$ cat src/rtl/rr_encode8.sv
// Round-robin 8-to-3 event encoder: latches request pulses into a pending register
// and drains them one binary code at a time through a valid/ready output.
module rr_encode8 #(
    parameter int N_REQ = 8
) (
    input  logic             clk,
    input  logic             rst_n,
    input  logic [N_REQ-1:0] req_in,
    input  logic             out_ready,
    output logic             out_valid,
    output logic [2:0]       out_code,
    output logic [3:0]       pend_cnt,
    output logic             overrun
);

    typedef enum logic {IDLE, HOLD} state_t;

    state_t           state_q, state_d;
    logic [N_REQ-1:0] pending_q, pending_d, load_mask;
    logic [2:0]       ptr_q, ptr_d, code_q, code_d;
    logic [2:0]       sel_idx, idx;
    logic             sel_found, grant;
    logic [3:0]       cnt_q, cnt_d;
    logic             overrun_q, overrun_d;

    // Scan from ptr downward so the closest index to ptr is the last one written.
    always_comb begin
        sel_idx   = 3'd0;
        sel_found = 1'b0;
        idx       = 3'd0;
        for (int k = N_REQ - 1; k >= 0; k--) begin
            idx = ptr_q + 3'(k);
            if (pending_q[idx]) begin
                sel_idx   = idx;
                sel_found = 1'b1;
            end
        end
    end

    always_comb begin
        state_d = state_q;
        code_d  = code_q;
        ptr_d   = ptr_q;
        grant   = 1'b0;
        case (state_q)
            IDLE: begin
                if (sel_found) begin
                    grant   = 1'b1;
                    state_d = HOLD;
                end
            end
            HOLD: begin
                if (out_ready) begin
                    if (sel_found) grant = 1'b1;
                    else           state_d = IDLE;
                end
            end
            default: state_d = IDLE;
        endcase
        if (grant) begin
            code_d = sel_idx;
            ptr_d  = sel_idx + 3'd1;
        end
    end

    genvar gi;
    generate
        for (gi = 0; gi < N_REQ; gi++) begin : g_mask
            assign load_mask[gi] = grant && (sel_idx == 3'(gi));
        end
    endgenerate

    // A new request on the bit being granted this cycle wins over the clear.
    assign pending_d = (pending_q & ~load_mask) | req_in;
    assign overrun_d = overrun_q | (|(req_in & pending_q & ~load_mask));

    always_comb begin
        cnt_d = 4'd0;
        for (int i = 0; i < N_REQ; i++) begin
            cnt_d = cnt_d + {3'd0, pending_d[i]};
        end
    end

    always_ff @(posedge clk or negedge rst_n) begin
        if (!rst_n) begin
            state_q   <= IDLE;
            pending_q <= '0;
            ptr_q     <= 3'd0;
            code_q    <= 3'd0;
            cnt_q     <= 4'd0;
            overrun_q <= 1'b0;
        end else begin
            state_q   <= state_d;
            pending_q <= pending_d;
            ptr_q     <= ptr_d;
            code_q    <= code_d;
            cnt_q     <= cnt_d;
            overrun_q <= overrun_d;
        end
    end

    assign out_valid = (state_q == HOLD);
    assign out_code  = code_q;
    assign pend_cnt  = cnt_q;
    assign overrun   = overrun_q;

endmodule

$ cat config.mk
export PLATFORM = sky130hd
export DESIGN_NAME = rr_encode8
export DESIGN_NICKNAME = d
export VERILOG_FILES = /design/src/rtl/rr_encode8.sv
export SDC_FILE = /design/constraint.sdc
export NUM_CORES = 1
export LEC_CHECK = 0
export ABC_AREA = 1
export BUFFER_PORTS_ARGS = -buffer_cell sky130_fd_sc_hd__buf_4
export CORE_MARGIN = 5
export CORE_UTILIZATION = 45
export CTS_CLUSTER_DIAMETER = 60
export DETAILED_ROUTE_END_ITERATION = 10
export MAX_ROUTING_LAYER = met4
export PLACE_DENSITY = 0.74
export RECOVER_POWER = 50
export SLEW_MARGIN = 40
export SYNTH_ARGS = -nofsm -noshare
export SYNTH_HDL_FRONTEND = slang
export SYNTH_SLANG_ARGS = --single-unit
export TNS_END_PERCENT = 1
$ cat constraint.sdc
create_clock -name clk -period 6.55 [get_ports clk]
set_clock_uncertainty 0.15 [all_clocks]
set_input_delay 1.31 -clock clk [delete_from_list [all_inputs] [get_ports clk]]
set_output_delay 1.31 -clock clk [all_outputs]
set_load 0.03 [all_outputs]
==> results.json, run 1 <==
{
  "crit_fanout": 12,
  "die_y_um": 73.9,
  "setup_violations": 0,
  "maxCapViolations": 0,
  "yosysSeqAreaShare_pct": 27.2,
  "highest_layer": "met4",
  "clock_path_buffers": 2,
  "grt_antenna_before_repair": 0,
  "io_pins": 20,
  "met1_length_mm": 1.84,
  "startpoint_type": "register",
  "drc": 0,
  "crit_path_frequent_cell": "inv_1",
  "cts_tree": "done",
  "netlist_area_mm2": 0.00184,
  "drt-initial-drc-count": 175,
  "synth_seq_cells": 20,
  "cts_resized": 0,
  "final_hold_viol_count": 0,
  "diodes": 0,
  "slew_headroom_pct": 26.6,
  "h-tree-depth": 1,
  "required_ps": 6550,
  "rows": 23,
  "slowest_delay_ps": 610,
  "gp_congestion": 0.957,
  "synth_area_per_cell_um2": 6.83,
  "critPathLaunch": "ptr_q[0]$_DFFE_PN0P_",
  "dr.pass1.iters": 4,
  "grt_start_max_net_pins": 21,
  "reg2reg_from": "ptr_q[0]$_DFFE_PN0P_",
  "routed_wl_mm": 4.17,
  "cts.sinks": 20,
  "drive_gt1_share_pct": 17.7,
  "clk_pin_slew_ps": 80,
  "num-nets-final": 315,
  "syn_inst": 269,
  "crit_type": "reg2reg",
  "ant_nets": 0,
  "fin_tns_setup_ps": 0,
  "fillers": 400,
  "clkLatencyLatePin_ps": 250,
  "rsz0062_at_grt": "no",
  "cts-buffers-inserted": 3,
  "post-route-min-period_ps": 5800,
  "cts_hold_buffers": 0,
  "dr_wl_met3_um": 129,
  "viasPerCell": 4.96,
  "overflow": 0,
  "worst_pin_slew_ps": 1100,
  "maxSlewViolCount": 0,
  "hold_path.startpoint": "out_code[2]$_DFFE_PN0P_",
  "wire_per_inst_um": 12.3,
  "hp-class": "reg2reg",
  "grtUsageTotal_pct": 18.1,
  "cp.arrival_ps": 5800,
  "start_util_pct": 46.3,
  "dieArea_mm2": 0.00546,
  "synthToLayoutAreaGrowth_pct": 11.0,
  "status": "finished clean",
  "ys_types": 27,
  "yosysWarnings": 0,
  "grt_pass1_vias": 1766,
  "route.met2.wl_mm": 2.11,
  "fmax_mhz": 173,
  "syn_nets": 295,
  "coreArea_mm2": 0.00397,
  "clock-root-buffer": "clkbuf_8",
  "postCtsSetupBuffers": 0,
  "cp_slowest_cell": "dfrtp_1",
  "via_count": 1675,
  "dp_hpwl_mm": 3.48,
  "fin_crit_sh_pct": 88.5,
  "fp.dieW_um": 73.9,
  "port_buffers": 19,
  "crit_path_end_kind": "register",
  "grt_first_pass_wirelength_mm": 7.54
}
-- critical path: cells and delay by family, from the launching register on --
kind,cells,cell delay [ps]
adder cells (fa/ha/maj),8,2980
AND/OR/NAND/NOR,12,1020
buffers and inverters,10,740
flip-flops,1,610
AO/OA/AOI/OAI,1,160
-- layout by cell type (no fill, tap or decap) --
cell type,netlist,routed
a21boi_1,1,1
o21ai_0,7,7
a21o_1,3,3
xnor2_1,3,3
a21oi_1,7,7
o21ai_1,4,4
nand2_4,3,3
xor2_2,1,1
nand2_1,74,74
nand2_2,8,8
buf_4,1,15
a31oi_1,2,2
ha_1,11,11
fa_1,4,4
nor2_1,10,10
clkbuf_1,0,5
nand3_2,4,4
inv_4,1,1
inv_1,44,44
xor2_1,1,1
dfrtp_1,20,20
nand4_1,1,1
nor2_2,4,4
nand3_1,40,40
nor3_2,1,1
clkbuf_8,0,4
inv_2,10,10
-- flip-flops by register name, indices dropped and copies added (netlist names) --
register and count:
out_code 3, out_valid 1, overrun 1, pend_cnt 4, pending_q 8, ptr_q 3
-- path summary, 6_finish.rpt --
kind | endpoint | slack [ps] | depth (start not counted)
max in group asynchronous | ptr_q[1]$_DFFE_PN0P_ | 4510 | 1
worst max-delay path | pend_cnt[1]$_DFF_PN0_ | 750 | 31
worst max register to register | pend_cnt[1]$_DFF_PN0_ | 750 | 31
min in group asynchronous | pending_q[2]$_DFF_PN0_ | 1090 | 1
worst min-delay path | out_code[2]$_DFFE_PN0P_ | 360 | 2
worst min register to register | out_code[2]$_DFFE_PN0P_ | 360 | 2
-- cells by family after synthesis --
| logic type | Yosys count | synth area share, % |
|---|---|---|
| AND/OR/NAND/NOR | 145 | 37.0 |
| XOR/XNOR | 5 | 2.79 |
| AO/OA/AOI/OAI | 24 | 7.22 |
| buffers and inverters | 60 | 13.9 |
| flip-flops | 20 | 27.2 |
| adder cells (fa/ha/maj) | 15 | 11.8 |
-- area by class of cell --
cell class	instances	area (µm²)	share of cell area, %
repair buffers	20	131	6.44
clock buffers	4	55.1	2.70
flip-flops and latches	20	500	24.5
inverters	55	209	10.2
well taps	50	62.6	3.07
multi-input cells	189	1080	53.0
-- Yosys cell counts --
cell	n	area [µm²]
nand3_2	4	40.0
xor2_1	1	8.76
nand2_4	3	33.8
nand2_2	8	50.1
nor3_2	1	10.0
ha_1	11	138
buf_4	1	7.51
nand3_1	40	200
a21boi_1	1	7.51
o21ai_1	4	20.0
inv_4	1	6.26
o21ai_0	7	35.0
fa_1	4	80.1
buf_2	1	5.00
inv_2	10	37.5
a21oi_1	7	35.0
dfrtp_1	20	500
nor2_1	10	37.5
xnor2_1	3	26.3
a21o_1	3	22.5
nand2_1	74	278
a31oi_1	2	12.5
inv_1	44	165
xor2_2	1	16.3
buf_6	3	33.8
nand4_1	1	6.26
nor2_2	4	25.0
-- through the flow --
step | hold WS (ps) | cell area, µm² | util [%] | worst slack [ps] | std cells
2_1_floorplan | 370 | 1840 | - | 1470 | 269
3_3_place_gp | 334 | 2000 | 50.5 | 900 | 334
3_5_place_dp | 344 | 2000 | 50.5 | 789 | 334
4_1_cts | 365 | 2060 | 51.9 | 785 | 338
5_1_grt | 395 | 2040 | 51.4 | 313 | 338
6_report | 361 | 2040 | 51.4 | 754 | 338
-- per-layer routing --
metal | vias to the layer above | global-route usage (%)
li1 | 870 | -
met1 | 761 | 21.3
met2 | 34 | 31.7
met3 | 10 | 2.05
met4 | 0 | 6.24
met5 | - | -
Power of run 1 is left out: the tool's default activity adds up to more than one toggle a clock period on the data nets, which glitch-free logic cannot reach.
==> run 2: changes to the inputs <==
PLACE_DENSITY = 0.76   (was 0.74)
clock period = 5.1 ns   (was 6.55 ns; I/O delays follow)
==> run 2 against run 1 <==
Compared with the run above:
- worst hold slack worse by 19 ps
- critical path depth down 2
- cell area up 22%
- fmax up 16%
- final cell count up 6.5%
- worst setup slack worse by 660 ps
- global-route usage down 0.25 points
- register-to-register slack worse by 660 ps
- via count up 7.2%
- flip-flop and latch count unchanged
- highest routed layer unchanged
==> results.json, run 2 (synthesis gave the netlist of run 1 again) <==
{
  "maxSlewViolCount": 0,
  "fp.dieW_um": 73.9,
  "status": "finished clean",
  "dieArea_mm2": 0.00546,
  "clkLatencyLatePin_ps": 270,
  "grtUsageTotal_pct": 17.8,
  "reg2reg_from": "ptr_q[1]$_DFFE_PN0P_",
  "grt_use_met3_pct": 1.78,
  "regMostFlops": "pending_q",
  "cp_slowest_cell": "fa_1",
  "cts_tree": "done",
  "crit_type": "reg2reg",
  "grt_antenna_before_repair": 0,
  "h-tree-depth": 1,
  "viasPerCell": 4.99,
  "wire_per_inst_um": 12.9,
  "regArea_um2": 503,
  "clock_path_buffers": 2,
  "post-route-min-period_ps": 5010,
  "coreArea_mm2": 0.00397,
  "largest_reg_flops": 8,
  "hp-class": "reg2reg",
  "dr.pass1.iters": 4,
  "required_ps": 5120,
  "port_buffers": 19,
  "num-nets-final": 337,
  "maxCapViolations": 0,
  "cts-buffers-inserted": 3,
  "drive_gt1_share_pct": 40.6,
  "worst_pin_slew_ps": 1060,
  "crit_fanout": 4,
  "ant_nets": 0,
  "fmax_mhz": 200,
  "fillers": 355,
  "io_pins": 20,
  "synthToLayoutAreaGrowth_pct": 35.0,
  "die_y_um": 73.9,
  "multi_input_area_mm2": 0.00133,
  "start_util_pct": 46.3,
  "critPathLaunch": "ptr_q[1]$_DFFE_PN0P_",
  "overflow": 0,
  "gp_congestion": 0.894,
  "setup_violations": 0,
  "startpoint_type": "register",
  "fin_crit_sh_pct": 98.2,
  "clock-root-buffer": "clkbuf_8",
  "slew_headroom_pct": 29.2,
  "rows": 23,
  "crit_path_frequent_cell": "inv_2",
  "drt-initial-drc-count": 143,
  "routed_wl_mm": 4.63,
  "fin_tns_setup_ps": 0,
  "hold_path.startpoint": "out_code[2]$_DFFE_PN0P_",
  "via_count": 1795,
  "drc": 0,
  "slowest_delay_ps": 560,
  "use_met2_pct": 29.9,
  "gr-max-usage-layer": "met2",
  "final_cell_mix": "nand2_1 (68), buf_4 (35), inv_1 (34)",
  "grt_start_max_net_pins": 21,
  "grt_first_pass_wirelength_mm": 7.29,
  "cts.sinks": 20,
  "grt.met1_usage_pct": 21.7,
  "diodes": 0,
  "clk_pin_slew_ps": 70,
  "final_common_cell": "nand2_1",
  "crit_path_end_kind": "register",
  "dp_hpwl_mm": 3.50,
  "grt_pass1_vias": 1694,
  "cts_hold_buffers": 0,
  "cp.arrival_ps": 5030,
  "final_hold_viol_count": 0,
  "rsz0062_at_grt": "yes"
}
[run 2: changes by cell type in the layout (fill, tap and decap cells not counted), sizes merged]
cell    before  now
buf         15   38
clkbuf       9    8
[run 2: worst max-delay path, delay by kind of cell (launching register included)]
family | cells | cell delay [ps]
simple gates | 8 | 710
fa+ha+maj | 7 | 2520
buf+inv | 10 | 550
flops | 1 | 440
compound gates | 4 | 550
[run 2: area by class of cell]
| cell class | instances | area share [%] |
|---|---|---|
| Multi-Input combinational cell | 189 | 53.6 |
| Sequential cell | 20 | 20.3 |
| Clock buffer | 4 | 2.22 |
| Tap cell | 50 | 2.52 |
| Inverter | 55 | 8.83 |
| Timing Repair Buffer | 42 | 12.6 |
[run 2: stage by stage]
stage	cell area [µm²]	std cells	setup WS (ps)	utilization [%]	hold slack, ps
floorplan	1840	269	24.2	-	370
global placement	2090	346	12.8	52.7	325
detailed placement	2090	346	-73.2	52.7	328
CTS	2170	350	1.03	54.7	346
global route	2480	360	-199	62.5	375
finish	2480	360	91.5	62.5	342
[run 2: routing by layer]
layer | vias up | wire length (µm)
met5 | - | 0
met4 | 0 | 68
met3 | 5 | 179
met2 | 47 | 2430
met1 | 830 | 1950
li1 | 913 | -
[run 2: path summary, 6_finish.rpt]
check                      cells past startpoint  slack [ps]                       to
min in group asynchronous                      1         770    pend_cnt[2]$_DFF_PN0_
hold / removal                                 2         340  out_code[2]$_DFFE_PN0P_
setup / recovery                              29          90    pend_cnt[1]$_DFF_PN0_
max in group asynchronous                      1        3320     ptr_q[1]$_DFFE_PN0P_
setup reg to reg                              29          90    pend_cnt[1]$_DFF_PN0_
hold reg to reg                                2         340  out_code[2]$_DFFE_PN0P_
[run 2: repair_timing]
item / CTS / global route
setup buffers: 0 / 10
endpoints found under the hold margin: 0 / 0
gates cloned: 0 / 0
pin swaps: 1 / 28
resized for setup: 6 / 65
endpoints found under the setup margin: 2 / 3
Power of run 2 is left out for the same reason.
